[src/rtl/reorder_buffer_pkg.sv]
// Shared types and default widths for the reorder buffer.
`ifndef ARCH_REG_NUM_WIDTH
`define ARCH_REG_NUM_WIDTH 5
`endif
`ifndef PHYSICAL_REG_NUM_WIDTH
`define PHYSICAL_REG_NUM_WIDTH 6
`endif

package reorder_buffer_pkg;

  localparam int unsigned ROB_DEPTH_WIDTH_DEF = 4;
  localparam int unsigned ARCH_REG_W          = `ARCH_REG_NUM_WIDTH;
  localparam int unsigned PHY_REG_W           = `PHYSICAL_REG_NUM_WIDTH;

  typedef struct packed {
    logic                 valid;
    logic                 done;
    logic                 with_write;
    logic [PHY_REG_W-1:0]  phy_wr_reg;
    logic [ARCH_REG_W-1:0] arch_wr_reg;
  } rob_entry_t;

endpackage

[src/rtl/reorder_buffer_rob_ptr.sv]
// Circular-buffer pointer with an extra wrap bit; clear has priority over increment.
module rob_ptr #(
  parameter int unsigned W = 4
) (
  input  logic         clk,
  input  logic         reset,
  input  logic         inc,
  input  logic         clr,
  output logic [W:0]   ptr
);

  always_ff @(posedge clk) begin
    if (!reset || clr) begin
      ptr <= '0;
    end else if (inc) begin
      ptr <= ptr + (W+1)'(1);
    end
  end

endmodule

[src/rtl/reorder_buffer.sv]
// In-order commit buffer: allocate at tail, mark done on writeback, retire oldest done entry.
// Optional ROB_FLUSH_EN adds a flush input that empties the buffer.
module reorder_buffer
  import reorder_buffer_pkg::*;
#(
  parameter int unsigned ROB_DEPTH_WIDTH        = ROB_DEPTH_WIDTH_DEF,
  parameter int unsigned ARCH_REG_NUM_WIDTH     = ARCH_REG_W,
  parameter int unsigned PHYSICAL_REG_NUM_WIDTH = PHY_REG_W
) (
  input  logic                              clk,
  input  logic                              reset,
  input  logic                              alloc_valid,
  input  logic                              alloc_with_write,
  input  logic [PHYSICAL_REG_NUM_WIDTH-1:0] alloc_phy_wr_reg,
  input  logic [ARCH_REG_NUM_WIDTH-1:0]     alloc_arch_wr_reg,
  output logic                              alloc_ready,
  output logic [ROB_DEPTH_WIDTH-1:0]        alloc_rob_id,
  input  logic                              wb_valid,
  input  logic [ROB_DEPTH_WIDTH-1:0]        wb_rob_id,
  output logic                              commit_valid,
  output logic                              commit_with_write,
  output logic [PHYSICAL_REG_NUM_WIDTH-1:0] commited_wr_register,
  output logic [ARCH_REG_NUM_WIDTH-1:0]     commit_arch_wr_reg,
  output logic [ROB_DEPTH_WIDTH:0]          count,
  output logic                              empty,
  output logic                              full
`ifdef ROB_FLUSH_EN
  ,
  input  logic                              flush
`endif
);

  localparam int unsigned DEPTH = 1 << ROB_DEPTH_WIDTH;

  logic [ROB_DEPTH_WIDTH:0]   head, tail;
  logic [ROB_DEPTH_WIDTH-1:0] head_idx, tail_idx;
  logic                       flush_now;
  logic                       alloc_fire;
  rob_entry_t                 entries [DEPTH];
  rob_entry_t                 head_entry;

`ifdef ROB_FLUSH_EN
  assign flush_now = flush;
`else
  assign flush_now = 1'b0;
`endif

  rob_ptr #(.W(ROB_DEPTH_WIDTH)) u_head (
    .clk   (clk),
    .reset (reset),
    .inc   (commit_valid),
    .clr   (flush_now),
    .ptr   (head)
  );

  rob_ptr #(.W(ROB_DEPTH_WIDTH)) u_tail (
    .clk   (clk),
    .reset (reset),
    .inc   (alloc_fire),
    .clr   (flush_now),
    .ptr   (tail)
  );

  // Occupancy and commit status, all derived from registered state.
  assign head_idx     = head[ROB_DEPTH_WIDTH-1:0];
  assign tail_idx     = tail[ROB_DEPTH_WIDTH-1:0];
  assign empty        = (head == tail);
  assign full         = (head_idx == tail_idx) && (head[ROB_DEPTH_WIDTH] != tail[ROB_DEPTH_WIDTH]);
  assign count        = tail - head;
  assign alloc_ready  = !full;
  assign alloc_rob_id = tail_idx;
  assign alloc_fire   = alloc_valid && !full && !flush_now;
  assign head_entry   = entries[head_idx];
  assign commit_valid = head_entry.valid && head_entry.done && !flush_now;

  assign commit_with_write    = commit_valid ? head_entry.with_write : 1'b0;
  assign commited_wr_register = commit_valid ? PHYSICAL_REG_NUM_WIDTH'(head_entry.phy_wr_reg) : '0;
  assign commit_arch_wr_reg   = commit_valid ? ARCH_REG_NUM_WIDTH'(head_entry.arch_wr_reg) : '0;

  // Writeback, then commit clear, then allocation; alloc never targets the committing slot.
  always_ff @(posedge clk) begin
    if (!reset || flush_now) begin
      entries <= '{default: '0};
    end else begin
      if (wb_valid && entries[wb_rob_id].valid) begin
        entries[wb_rob_id].done <= 1'b1;
      end
      if (commit_valid) begin
        entries[head_idx] <= '0;
      end
      if (alloc_fire) begin
        entries[tail_idx] <= '{
          valid:       1'b1,
          done:        1'b0,
          with_write:  alloc_with_write,
          phy_wr_reg:  PHY_REG_W'(alloc_phy_wr_reg),
          arch_wr_reg: ARCH_REG_W'(alloc_arch_wr_reg)
        };
      end
    end
  end

endmodule

[config.mk]
export PLATFORM = sky130hd
export DESIGN_NAME = reorder_buffer
export DESIGN_NICKNAME = d
export VERILOG_FILES = /design/src/rtl/reorder_buffer_pkg.sv /design/src/rtl/reorder_buffer_rob_ptr.sv /design/src/rtl/reorder_buffer.sv
export SDC_FILE = /design/constraint.sdc
export NUM_CORES = 1
export LEC_CHECK = 0
export CELL_PAD_IN_SITES_DETAIL_PLACEMENT = 1
export CELL_PAD_IN_SITES_GLOBAL_PLACEMENT = 1
export CORE_ASPECT_RATIO = 0.8
export CORE_MARGIN = 1
export CORE_UTILIZATION = 48
export DETAILED_ROUTE_END_ITERATION = 8
export HOLD_SLACK_MARGIN = 0.03
export PLACE_DENSITY = 0.87
export REMOVE_ABC_BUFFERS = 1
export SKIP_LAST_GASP = 1
export SLEW_MARGIN = 20
export SYNTH_ARGS = -nofsm -noshare
export SYNTH_HDL_FRONTEND = slang
export SYNTH_SLANG_ARGS = --single-unit
[constraint.sdc]
create_clock -name clk -period 3.7 [get_ports clk]
set_input_delay 0.925 -clock clk [delete_from_list [all_inputs] [get_ports clk]]
set_output_delay 0.925 -clock clk [all_outputs]
set_load 0.05 [all_outputs]
==> impl_metrics.csv <==
group,metric,value,unit
worst_setup_path,cp_slowest_stage_delay,0.64,ns
worst_setup_path,worstSetupStartpointType,"flip-flop",
grt,antenna_found_initial,1,
route,wirelength,43700,um
final_layout,final_common_cell,"dfxtp_1",
pwr,power_density,426,nW/um2
grt,grt_pass1_vias,10400,
synthesis,netlist-cell-type-count,52,
pwr,power.switching,0.00135,W
die,die_y,138,um
pwr,p_clk_share,46.3,%
timing,rsz0062_at_grt,"true",
worst_setup_path,reg2reg_slack,0.53,ns
synthesis,synth_area,11000,um2
die,die_area,23600,um2
worst_setup_path,rr_worst_depth,8,
worst_setup_path,worstPathArrival,2.79,ns
clocking,path_clk_slew,0.07,ns
worst_hold_path,min_path_type,"reg -> reg",
job,max-cap-violations,0,
pwr,vdd_drop_max,297,uV
synthesis,seq_area_frac_synth,42.5,%
final_layout,area_growth,16.1,%
route,drc,0,
worst_setup_path,cp-end-kind,"output port",
place,dpl_cell_area,11700,um2
timing,maxSlewHeadroom,33.6,%
timing,setup-tns-final,-0.0336,ns
route,vias,10400,
synthesis,ys_warn_count,0,
worst_setup_path,cp_top_family,"multiplexers",
clocking,hold_buffers,0,
worst_setup_path,worstPathRequired,2.77,ns
clocking,insertion_delay,0.52,ns
route,drt-pass1-iter-count,6,
die,die_x,171,um
place,port_buffers,44,
synthesis,synth_edf_count,0,
worst_setup_path,path_buf_inv,2,
pwr,pwr-share-seq,47.1,%
worst_hold_path,hold_depth,2,
die,core_area,22500,um2
worst_setup_path,r2r_start,"u_head.ptr[1]",
clocking,clockBufferDepth,3,
pwr,p_int,0.00410,W
timing,worst_pin_slew,0.996,ns
pwr,p_leak,4.47,nW
timing,post-route-period-util,100,%
grt,grt_max_degree,90,
final_layout,post-route-cell-area,12800,um2
grt,grt_pass1_wl,63900,um
die,ios,45,
timing,finalHoldViolCount,0,
worst_hold_path,hold_end,"entries[196]",
timing,fmax,0.269,GHz
clocking,cts_made_buffers,24,
status,outcome,"finished, violations left",
grt,overflow,0,
grt,track_usage,36.4,%
route,routed_via_density,6.88,
route,ant_nets,0,
timing,finalSetupViolCount,3,
place,gp_congestion,0.960,
clocking,htreeDepth,1,
final_layout,mostFrequentLayoutCells,"dfxtp_1 (230), a21oi_1 (177), nand3_1 (172), nand2_1 (172), buf_4 (53)",
clocking,cts_sinks,234,
synthesis,synth_top_flop_cell,"dfxtp_1",
worst_setup_path,crit_slowest_cell,"mux4_1",
worst_setup_path,crit_chain,"buf_6 > mux4_1 > mux4_2 > and2_1 > buf_12",
pwr,power.share.combinational,6.6,%
timing,slew_violations,0,
clocking,cts-root-buf,"clkbuf_16",
worst_setup_path,reg2reg_to,"entries[106]",
worst_setup_path,worstSetupPathType,"reg -> out",
final_layout,final_nets,1219,
synthesis,synth_cells,1176,
die,rows,49,
timing,period_minus_slack,3.72,ns
timing,fin_skew,0.0122,ns
place,place_hpwl,26300,um
worst_hold_path,worst_hold_startpoint,"entries[196]",
synthesis,syn_area_per_cell,9.38,um2
synthesis,async_flop_share,0,%
worst_setup_path,cp_max_fo,13,
synthesis,synth-seq-cells,234,
clocking,cts_tree,"built",
die,start_util,49.0,%
timing,worst_slack,-0.0181,ns
pwr,swShare,24.8,%
final_layout,post_route_cells_drive_above_1_share,15.1,%
route,wire_per_inst,28.9,um
route,drt-initial-drc-count,1161,
status,violations,"setup timing",
[sequential cells by signal, indices dropped and copies added (netlist names)]
signal	flops
entries	224
u_tail.ptr	5
u_head.ptr	5
[cell families (layout without fill, tap and decap cells)]
logic type,Yosys count,after routing,share of synthesized area [%]
and+or+nand+nor,457,457,19.4
AOI/OAI and AO/OA,250,250,13.6
DFF,234,234,42.5
buffers and inverters,130,157,5.99
muxes,84,84,16.3
adders and majority gates,13,13,1.54
xor gates and xnor gates,8,8,0.635
other,0,1,0
[what timing repair did]
item / CTS / global route
endpoints found under the hold margin: 0 / 0
gates resized for setup: 6 / 4
endpoints found under the setup margin: 12 / 9
buffers inserted: 5 / 12
pin swaps: 0 / 1
cloned: 2 / 0
[synthesized netlist by cell type (2+ instances only)]
library cell / n / area share [%]
o21ai_0: 7 / 0.32
and4_1: 2 / 0.16
mux4_1: 28 / 6.7
nand2b_1: 2 / 0.11
nor2_1: 37 / 1.3
clkbuf_1: 58 / 2.0
dfxtp_1: 234 / 42
or3_1: 2 / 0.11
a22oi_1: 2 / 0.14
mux2_2: 3 / 0.31
buf_6: 3 / 0.31
nand4_1: 7 / 0.40
nand3_1: 172 / 7.8
mux2i_1: 13 / 1.2
a21o_1: 3 / 0.20
buf_8: 2 / 0.27
xor2_1: 2 / 0.16
nand2_1: 172 / 5.9
xnor2_1: 6 / 0.48
nor3b_1: 9 / 0.61
a22o_1: 48 / 3.8
nor3_1: 3 / 0.14
and2_1: 21 / 1.2
or2_2: 5 / 0.28
buf_1: 15 / 0.51
a31oi_1: 3 / 0.17
nor2b_1: 9 / 0.51
mux4_2: 40 / 8.2
buf_2: 24 / 1.1
ha_1: 12 / 1.4
buf_4: 13 / 0.88
a21oi_1: 177 / 8.0
and3_1: 11 / 0.62
inv_1: 11 / 0.37
buf_12: 3 / 0.54
[layer usage]
metal	vias to the layer above	wire length, um	GRT usage, %
met4	0	2010	16.9
li1	4257	-	-
met3	182	5310	10.7
met1	5188	16600	46.9
met5	-	0	0
met2	766	19800	56.4
[worst min-delay path: cells and delay by family, from the launching register on]
family	cells	cell delay [ns]
compound gates	1	0.06
flops	1	0.30
simple gates	1	0.06
[through the flow]
step                      setup WS (ns)  hold slack (ns)  power (W)  cells  util [%]
after floorplan                   -1.20            0.439    0.00279   1058         -
after global placement            0.439            0.445    0.00295   1447      52.2
after detailed placement          0.367            0.458    0.00296   1447      52.2
after CTS                      -0.00256            0.465    0.00542   1497      56.3
after global routing           -0.00869            0.494    0.00556   1509      56.9
final                           -0.0181            0.468    0.00546   1510      56.9
[cell type report]
cell class / instances / area, um2
diodes: 1 / 2.50
fillers: 2486 / 9700
clock inverters: 9 / 77.6
inverters: 12 / 47.5
clock buffers: 34 / 729
repair buffers: 102 / 1160
well taps: 306 / 383
flip-flops and latches: 234 / 4690
multi-input cells: 812 / 5710
[how the worst max path moves through the flow]
stage,from,to,slack [ns],cells after the start
3_5_place_dp,u_head.ptr[1],entries[106],0.37,7
5_1_grt,u_head.ptr[1],commit_arch_wr_reg[0],-0.009,5
6_report,u_head.ptr[1],commited_wr_register[1],-0.02,5
3_3_place_gp,u_head.ptr[0],commited_wr_register[0],0.44,6
4_1_cts,u_head.ptr[0],commited_wr_register[0],-0.003,6
2_1_floorplan,u_head.ptr[0],commit_arch_wr_reg[0],-1.20,5
[power by group through the flow]
stage               sequential, W  clock (W)  combinational, W
global route              0.00257    0.00262          0.000376
finish                    0.00257    0.00253          0.000362
detailed placement        0.00262          0          0.000343
CTS                       0.00256    0.00251          0.000347
global placement          0.00262          0          0.000330
floorplan                 0.00262          0          0.000163
Note: power is estimated with default switching activity, not from simulation.
